[config.mk]
export PLATFORM = sky130hd
export DESIGN_NAME = traffic_density_encoder
export DESIGN_NICKNAME = d
export VERILOG_FILES = /design/src/rtl/traffic_density_encoder.sv
export SDC_FILE = /design/constraint.sdc
export NUM_CORES = 1
export LEC_CHECK = 0
export CAP_MARGIN = 20
export CORE_MARGIN = 2
export CORE_UTILIZATION = 25
export DETAILED_ROUTE_END_ITERATION = 6
export PLACE_DENSITY = 0.44
export SYNTH_ARGS = -nofsm -noshare
export SYNTH_HDL_FRONTEND = slang
export SYNTH_SLANG_ARGS = --single-unit
[constraint.sdc]
create_clock -name clk -period 3.7 [get_ports clk]
set_input_delay 0.74 -clock clk [delete_from_list [all_inputs] [get_ports clk]]
set_output_delay 0.74 -clock clk [all_outputs]
set_load 0.02 [all_outputs]
[src/rtl/traffic_density_encoder.sv]
// Per-direction vehicle density encoder: sync + debounce, windowed saturating count, 2-bit code.
// Define TRAFFIC_HYST_EN to hold a downgraded code for one extra window (max of current/previous).
module traffic_density_encoder #(
    parameter int WINDOW_CYCLES = 100,
    parameter int CNT_W         = 8,
    parameter int LOW_MAX       = 3,
    parameter int HIGH_MIN      = 8,
    parameter int DEBOUNCE      = 2
) (
    input  logic       clk,
    input  logic       rst,
    input  logic       veh_NS,
    input  logic       veh_EW,
    output logic [1:0] traffic_NS,
    output logic [1:0] traffic_EW,
    output logic       level_valid
);

    localparam int WIN_W = (WINDOW_CYCLES > 2) ? $clog2(WINDOW_CYCLES) : 1;
    localparam int DB_W  = (DEBOUNCE > 1) ? $clog2(DEBOUNCE + 1) : 1;

    typedef enum logic [1:0] {
        DENS_LOW  = 2'b00,
        DENS_MOD  = 2'b01,
        DENS_HIGH = 2'b10
    } density_t;

    // Index 0 = North-South, index 1 = East-West
    logic [1:0]       raw;
    logic [1:0]       sync1;
    logic [1:0]       sync2;
    logic [1:0]       filt;
    logic [1:0]       filt_q;
    logic [1:0]       veh_edge;
    logic [DB_W-1:0]  db_cnt  [2];
    logic [CNT_W-1:0] cnt     [2];
    logic [CNT_W-1:0] cnt_inc [2];
    density_t         raw_code [2];
    density_t         out_code [2];
    density_t         code_q   [2];
    logic [WIN_W-1:0] win_cnt;
    logic             terminal;

    assign raw      = {veh_EW, veh_NS};
    assign terminal = (win_cnt == WIN_W'(WINDOW_CYCLES - 1));
    assign veh_edge = filt & ~filt_q;

    function automatic density_t classify(input logic [CNT_W-1:0] c);
        if (32'(c) <= 32'(LOW_MAX)) begin
            return DENS_LOW;
        end else if (32'(c) >= 32'(HIGH_MIN)) begin
            return DENS_HIGH;
        end else begin
            return DENS_MOD;
        end
    endfunction

    always_ff @(posedge clk) begin
        if (rst) begin
            sync1  <= '0;
            sync2  <= '0;
            filt   <= '0;
            filt_q <= '0;
            for (int unsigned d = 0; d < 2; d++) begin
                db_cnt[d] <= '0;
            end
        end else begin
            sync1  <= raw;
            sync2  <= sync1;
            filt_q <= filt;
            // Filtered level flips only once the synchronised level has disagreed for DEBOUNCE cycles
            for (int unsigned d = 0; d < 2; d++) begin
                if (sync2[d] != filt[d]) begin
                    if (db_cnt[d] == DB_W'(DEBOUNCE - 1)) begin
                        filt[d]   <= sync2[d];
                        db_cnt[d] <= '0;
                    end else begin
                        db_cnt[d] <= db_cnt[d] + DB_W'(1);
                    end
                end else begin
                    db_cnt[d] <= '0;
                end
            end
        end
    end

    // Count including this cycle's edge, so a terminal-cycle vehicle is still classified
    always_comb begin
        for (int unsigned d = 0; d < 2; d++) begin
            cnt_inc[d] = cnt[d];
            if (veh_edge[d] && (cnt[d] != '1)) begin
                cnt_inc[d] = cnt[d] + CNT_W'(1);
            end
            raw_code[d] = classify(cnt_inc[d]);
        end
    end

`ifdef TRAFFIC_HYST_EN
    density_t prev_q [2];

    always_comb begin
        for (int unsigned d = 0; d < 2; d++) begin
            out_code[d] = (raw_code[d] > prev_q[d]) ? raw_code[d] : prev_q[d];
        end
    end

    always_ff @(posedge clk) begin
        if (rst) begin
            for (int unsigned d = 0; d < 2; d++) begin
                prev_q[d] <= DENS_LOW;
            end
        end else if (terminal) begin
            for (int unsigned d = 0; d < 2; d++) begin
                prev_q[d] <= raw_code[d];
            end
        end
    end
`else
    always_comb begin
        for (int unsigned d = 0; d < 2; d++) begin
            out_code[d] = raw_code[d];
        end
    end
`endif

    always_ff @(posedge clk) begin
        if (rst) begin
            win_cnt     <= '0;
            level_valid <= 1'b0;
            for (int unsigned d = 0; d < 2; d++) begin
                cnt[d]    <= '0;
                code_q[d] <= DENS_LOW;
            end
        end else begin
            level_valid <= terminal;
            if (terminal) begin
                win_cnt <= '0;
                for (int unsigned d = 0; d < 2; d++) begin
                    cnt[d]    <= '0;
                    code_q[d] <= out_code[d];
                end
            end else begin
                win_cnt <= win_cnt + WIN_W'(1);
                for (int unsigned d = 0; d < 2; d++) begin
                    cnt[d] <= cnt_inc[d];
                end
            end
        end
    end

    assign traffic_NS = code_q[0];
    assign traffic_EW = code_q[1];

endmodule
---- Word level (Yosys, flattened, before mapping) ----
Memories as Yosys holds them, arrays and structs flattened.
Index checks and enable logic that the tools add are counted.
storage, ports and cells
  input bits .............................. 4
  memories kept ........................... 3
  memory bits (writable) .................. 24
  logic and storage cells ................. 93
  register bits ........................... 16
  bits in read-only memories .............. 0
  bits in latches ......................... 0
memories
  name    depth  width  read ports  clocked after memory_dff  write ports  RTL line  source
  cnt     2      8      2           0                         2            36        logic [CNT_W-1:0] cnt [2];
  code_q  2      2      2           0                         2            40        density_t code_q [2];
  db_cnt  2      2      2           0                         2            35        logic [DB_W-1:0] db_cnt [2];
cells by class
  reduce and logical (&&, ||, !) cells .... 5
  div/mod/pow operators ................... 0
  shift-type cells ........................ 0
  order comparisons ....................... 4
  bitwise gates (word level) .............. 14
  add/subtract/negate cells ............... 5
  mux-type cells .......................... 48
  eq/ne operators ......................... 7
  $mul .................................... 0
operators by type and width
  cell                 number
  $mux 8               6
  $mux 1               30
  $mux 2               12
  $add 8x1->8 const B  2
  $ge 8x4->1 const B   2
  $le 8x2->1 const B   2
  $ne 8x8->1 const B   2
  $or 1x1->1           12
  $add 7x1->7 const B  1
  $eq 7x7->1 const B   1
  $add 2x1->2 const B  2
  $eq 2x1->1 const B   2
  $reduce_and 2->1     2
  $and 2x2->2          1
  $logic_and 1x1->1    2
  $ne 1x1->1           2
  $not 2->2            1
  $reduce_or 2->1      1

---- Logic depth before layout (Yosys ltp) ----
Gate-level depths: netlist of run 1.
  depth in word-level cells ............... 8
  mapped depth ............................ 6

---- Worst setup path after synthesis of run 1 ----
No wires, ideal clock.
  kind .................................... reg-to-reg
  start ................................... memory cnt[0][0]
  end ..................................... memory code_q[0][1] (netlist name) (data pin)
  setup slack ............................. 1.728 ns
  cell stages (with the launch flop) ...... 6
  buffers on the path ..................... 0
  required time ........................... 3.441 ns
  period minus slack after synthesis ...... 1.972 ns
  data arrival time ....................... 1.713 ns
  cells stage by stage .................... edfxtp_1 > ha_1 > nand3_4 > or4_4 > nor4b_4 > a211o_1
RTL lines
  item             RTL line
  start, declared  36
  end, declared    40

==> results of run 1 <==
==> worst paths after layout <==
path / from / to / slack, ps
min: sync1[1] / sync2[1] / 440
min reg2reg: sync1[1] / sync2[1] / 440
max: rst / code_q[0][1] / 1310
max reg2reg: win_cnt[4] / cnt[0][14] / 1530
==> power breakdown <==
group,switching [mW],internal [mW]
logic,0.0369,0.0299
registers,0.0224,0.494
clock network,0.154,0.173
==> state kept, by name, summed over array words and instances, names as in the netlist <==
signal	flops
db_cnt	4
level_valid	1
win_cnt	7
sync1	2
sync2	2
code_q	4
filt	2
cnt	16
filt_q	2
==> metal layers <==
layer  vias up  part of all wire [%]  GRT usage, %  wire [um]
met5         -                     0             0          0
li1        776                     -             -          -
met2        23                    44          14.1       1600
met1       694                    51          11.6       1860
met3         2                   3.7          2.58        137
met4         0                   1.5          5.00         55
==> Yosys cell counts (2+ instances only) <==
| cell | count |
|---|---|
| o21ai_0 | 4 |
| nor4_1 | 4 |
| a211oi_1 | 2 |
| o211ai_1 | 3 |
| nand3_1 | 6 |
| ha_1 | 5 |
| dfxtp_1 | 16 |
| a21o_1 | 2 |
| nor3_1 | 6 |
| nor4b_1 | 2 |
| buf_2 | 3 |
| nand2_1 | 12 |
| a2111oi_0 | 2 |
| nand4_1 | 4 |
| nor2_1 | 28 |
| a2111oi_2 | 2 |
| and2_1 | 2 |
| edfxtp_1 | 24 |
| or3_1 | 3 |
| xor2_1 | 6 |
| clkbuf_1 | 4 |
| mux2i_1 | 10 |
| nand4b_1 | 2 |
| xnor2_1 | 8 |
| o21bai_1 | 2 |
| and3_1 | 6 |
| nor2b_1 | 8 |
| nand2b_1 | 3 |
| a21oi_1 | 3 |
| inv_1 | 5 |
==> cells by family (layout without fill, tap and decap cells) <==
logic type                 after synthesis  in the layout  synth area share [%]
AOI/OAI and AO/OA                       24             24                  8.60
xor gates and xnor gates                14             14                  5.81
adders and majority gates                5              5                  2.97
buffers and inverters                   13             23                  2.49
DFF                                     40             40                  49.3
muxes                                   10             10                  4.75
other                                    1             20                 0.178
and+or+nand+nor                         96             96                  25.9
==> layout make-up <==
type	count	area, um2
sequential	40	1040
timing repair buffer	9	87.6
clock buffer	7	97.6
inverter	6	22.5
fill	844	5740
multi-input combinational	169	1090
clock inverter	1	5.00
tap	105	131
==> per-stage QoR <==
step	setup WS [ps]	hold slack, ps	std cells
floorplan	1730	413	222
global placement	1030	419	329
detailed placement	989	424	329
CTS	1300	443	337
global route	1180	456	337
finish	1310	440	337
==> summary.md, run 1 <==
| Metric | Value |
|---|---|
| Result of the run | finished, final reports clean |
| Share of layout cells above drive strength 1 | 7.33% |
| Clock skew | a little over 8 ps |
| Kind of cell adding the most delay to the critical path | buffers and inverters |
| Final worst path period need | around 2400 ps |
| Clock Tree Buf Depth | 2 |
| Sequential share of the synthesized area | 49.3% |
| Worst Tran Pin Value | between 700 and 800 ps |
| I/O pin cnt | 9 |
| Hold crit path type | flip-flop to flip-flop |
| Area of the mapped netlist | 2110 um2 |
| Clock root cell | clkbuf_8 |
| Max Freq | approximately 0.42 GHz |
| Starting Density | about a quarter |
| Layout Utilization | 30.1% |
| H-tree depth | 2 |
| Top_reg_cell synth | edfxtp_1 |
| WL final | 3660 um |
| Worst-path fanout max | 12 |
| Total gr overflow | 0 |
| DRT antenna net count | 0 |
| Cts repair resizes | 0 |
| Wirelength per Cell | 10.8 um |
| Layout area overhead | 17.4% |
| Yosys top cell by area | edfxtp_1 |
| Fin. max-slew vios | 0 |
| Gate Count Post-Synth | 203 |
| Critical path's slowest cell | clkdlybuf4s50_1 |
| DRC viols | 0 |
| Yosys warning count | 0 |
| NumNets Final | 240 |
| 1st-pass router iterations | 4 |
| CTS tree | built |
| Die width | 95.9 um |
| TNS Setup | 0 ps |
| Ant diodes | 0 |
| Slew headroom | 47.6% |
| Critical path capture point type | flip-flop |
| Cts hold-fix bufs | 0 |
| Startpoint Class | primary input |
| Placed inst area | between 2000 and 2500 um2 |
| GRT Util Overall | 9.18% |
| Total CTS buffers | 5 |
| R2R cell count | 4 |
| VDD IR max | 135 uV |
| Floorplan row count | 33 |
| CP Data Required Time | 3750 ps |
| Core area | 8220 um2 |
| Most frequent cells in the layout | nor2_1, edfxtp_1, conb_1 |
| Vias post-DR | approximately 1,500 |
| Distinct cells, synth | 46 |
| Period utilisation layout | 64.5% |
| Asr flop ratio synth | 0% |
| First-pass GRT wire length | between 6000 and 7000 um |
| Fin area | 2480 um2 |
| Post-detail-place hpwl | 2650 um |
| Initial antenna violation count | 0 |
| Mean Syn Cell Area | 10.4 um2 |
| Worst EP arrival | 2440 ps |
| GP Congestion | between 0.7 and 0.8 |
| Post-CTS Setup Inserts | 0 |
| Clk Latency, worst-skew pair | 290 ps |
| Overall Power | 910 uW |
| Number of flops mapped to enable cells by yosys | 24 |
| CP Buf/Inv Count | 2 |
| #FFs+latches synth | 40 |
| Worst Hold Depth | 1 |
| Vias in the first global route | approximately 1,500 |
| Worst path max stage delay | 690 ps |
| DR iter-0 viols | 53 |
| CTS Sinks | 40 |
| Critical path type | primary input to flip-flop |
| Post-synth top area share | 34.2% |
| Largest net degree at the start of global routing | 18 |
| RSZ-0062 raised after global routing | false |
| Clock transition at path regs | 80 ps |
| Vias per cell | 4.44 |
| Port bufs | 8 |
| Most common cell after layout, fill and taps aside | nor2_1 |
| Crit path depth | 6 |
| Cells taking the most area after synthesis | edfxtp_1, dfxtp_1, nor2_1, mux2i_1, xnor2_1 |
| Die Area | 9190 um2 |
| Max-Cap Viols | 0 |
| Pwr Density | 367 nW/um2 |
| P_leak | 0.907 nW |
| Die Y | 95.9 um |
| Final setup viols | 0 |
| Critical-path cell list | clkdlybuf4s50_1 > nand3b_1 > or2_1 > clkinv_1 > and4_1 > a211o_1 |
| Final Hold Viols | 0 |
No activity file was read; power rests on OpenSTA's default activity.
==> run 2, diff against run 1 <==
- PLACE_DENSITY: 0.44 -> 0.45
- clock period: 3.7 -> 2 ns (I/O delays scaled with it)
==> run 2 against run 1 <==
Combinational power rose by 130%. Clock power grew 90%. Global-route usage rose by 0.16 points. Clock skew about the same. Die area did not move. Design area is 5.9% higher. Sequential share of layout area down 2.3 points. Clock-buffer cell count decreased by 1. Final cell count increased by 4.7%. Core utilization increased by 1.8 points. Via count grew 3.0%. Power grew 90%. Largest power group unchanged.
==> summary.md, run 2 (synthesized netlist as in run 1, its figures left out) <==
| Metric | Value |
|---|---|
| Most common cell after layout, fill and taps aside | nor2_1 |
| Die width | 95.9 um (unchanged) |
| Period utilisation layout | between 90% and 100% |
| VDD IR max | 183 uV (+35%) |
| Net switching power | 418 uW (+96%) |
| R2R Setup Slk | 110 ps (-1420 ps) |
| TNS Setup | 0 ps (unchanged) |
| Largest net degree at the start of global routing | 15 (-3) |
| CTS Sinks | 40 (unchanged) |
| Critical path type | flip-flop to flip-flop |
| CP Data Required Time | 2060 ps (-1690 ps) |
| Post-CTS Setup Inserts | 0 (unchanged) |
| Cts hold-fix bufs | 0 (unchanged) |
| Worst Hold Depth | 1 (unchanged) |
| Most frequent cells in the layout | nor2_1, edfxtp_1, conb_1 |
| Fin. max-slew vios | 0 (unchanged) |
| Layout Utilization | 31.9% (+1.8 points) |
| Placed inst area | 2510 um2 (+5.6%) |
| Slack of the critical path | 112 ps (-1200 ps) |
| Critical path's slowest cell | or4_4 |
| Max-Cap Viols | 0 (unchanged) |
| I/O pin cnt | 9 (unchanged) |
| First-pass GRT wire length | 6510 um (-1.0%) |
| Worst path max stage delay | 570 ps (-120 ps) |
| Number of flip-flops in the largest register | 16 (unchanged) |
| Clock network fraction of design power | 36.1% (+0.2 points) |
| Final worst path period need | 1890 ps |
| Hold crit path type | flip-flop to flip-flop |
| Setup crit end | code_q[0][1] |
| Most flops, register | cnt |
| Worst R2R End | code_q[0][1] |
| Sw frac | 24.2% (+0.84 points) |
| CTS tree | built |
| Cts repair resizes | 0 (unchanged) |
| Final setup viols | 0 (unchanged) |
| Worst R2R Start | cnt[0][0] |
| Starting Density | 25.7% (unchanged) |
| Fin area | 2620 um2 (+5.9%) |
| Clk Latency, worst-skew pair | 300 ps (about the same) |
| Ant diodes | 0 (unchanged) |
| Clock transition at path regs | 90 ps (about the same) |
| Worst-path fanout max | 4 (-8) |
| Max Freq | 0.530 GHz |
| Vias per cell | 4.36 (-1.7%) |
| Layout area overhead | 24.3% |
| Largest regs | cnt: 16 flops, win_cnt: 7 flops |
| Critical path capture point type | flip-flop |
| GP Congestion | 0.777 (+1.3%) |
| Worst EP arrival | 1950 ps (-490 ps) |
| Vias in the first global route | 1,409 (-5.0%) |
| Startpoint Class | flip-flop |
| DR iter-0 viols | 71 (+34%) |
| R2R cell count | 5 (+1) |
| NumNets Final | 256 (+6.7%) |
| RSZ-0062 raised after global routing | false |
| Cell total after placement | 345 (+4.9%) |
| Result of the run | finished, final reports clean |
| DRT antenna net count | 0 (unchanged) |
| WL final | 3870 um (+5.8%) |
| Worst Setup SP | cnt[0][0] |
| Core area | 8220 um2 (unchanged) |
| Final Non-Filler Cells | 353 (+4.7%) |
| Pre-CTS setup slack | 16.7 ps (-973 ps) |
| Overall Power | 1.72 mW (+90%) |
| 1st-pass router iterations | 4 (unchanged) |
| Vias post-DR | 1,540 (+3.0%) |
| Clock Tree Buf Depth | 2 (unchanged) |
| Clock skew | 8.16 ps (-0.114 ps) |
| Port bufs | 8 (unchanged) |
| Die Y | 95.9 um (unchanged) |
| Share of power burned in registers | 55.0% (-1.8 points) |
| Internal power | 1.31 mW (+88%) |
| Total gr overflow | 0 (unchanged) |
| Initial antenna violation count | 0 (unchanged) |
| P_leak | 0.993 nW (+9.6%) |
| Final Hold Viols | 0 (unchanged) |
| Critical-path cell list | ha_2 > nand3_4 > or4_4 > nor4b_4 > a211o_1 |
| H-tree depth | 2 (unchanged) |
| Die Area | 9190 um2 (unchanged) |
| GRT Util Overall | 9.34% (+0.16 points) |
| Logic pwr share | 8.9% (+1.6 points) |
| Floorplan row count | 33 (unchanged) |
| Fin Hold WS | 443 ps (+2.79 ps) |
| DRC viols | 0 (unchanged) |
| Share of layout cells above drive strength 1 | 14.5% (+7.2 points) |
| Pwr Density | 658 nW/um2 (+79%) |
| Wirelength per Cell | 11.0 um (+0.98%) |
| Total CTS buffers | 5 (unchanged) |
| Clock root cell | clkbuf_8 |
| Post-detail-place hpwl | 2880 um (+8.6%) |
run 2: cell type report:
| class | instances | area (um2) |
|---|---|---|
| Sequential cell | 40 | 1040 |
| Multi-Input combinational cell | 169 | 1100 |
| Inverter | 6 | 22.5 |
| Tap cell | 105 | 131 |
| Fill cell | 823 | 5600 |
| Timing Repair Buffer | 25 | 220 |
| Clock buffer | 6 | 93.8 |
| Clock inverter | 2 | 11.3 |
run 2: power groups by stage:
stage               logic, mW  clock network [mW]  registers [mW]
floorplan              0.0973                   0           0.962
global placement        0.152                   0           0.967
detailed placement      0.153                   0           0.968
CTS                     0.154               0.655           0.949
global route            0.173               0.682           0.956
finish                  0.154               0.622           0.949
run 2: worst min-delay path by stage:
stage / from / to / slack [ps]
5_1_grt: sync1[0] / sync2[0] / 460
2_1_floorplan: win_cnt[0] / win_cnt[0] / 410
6_report: sync1[1] / sync2[1] / 440
3_3_place_gp: sync1[0] / sync2[0] / 420
4_1_cts: win_cnt[0] / win_cnt[0] / 450
3_5_place_dp: sync1[1] / sync2[1] / 430
run 2: worst max-delay path, delay by kind of cell, from the launching register on:
family	cells	cell delay, ps
AOI/OAI and AO/OA	1	250
adders and majority gates	1	240
DFF	1	370
and+or+nand+nor	3	800
run 2: layer usage:
| layer | part of all wire [%] | vias up | wire, um | track usage [%] |
|---|---|---|---|---|
| met2 | 43 | 21 | 1680 | 14.2 |
| li1 | - | 809 | - | - |
| met1 | 51 | 704 | 1980 | 12.1 |
| met3 | 3.2 | 6 | 123 | 2.66 |
| met5 | 0 | - | 0 | 0 |
| met4 | 2.2 | 0 | 85 | 4.64 |
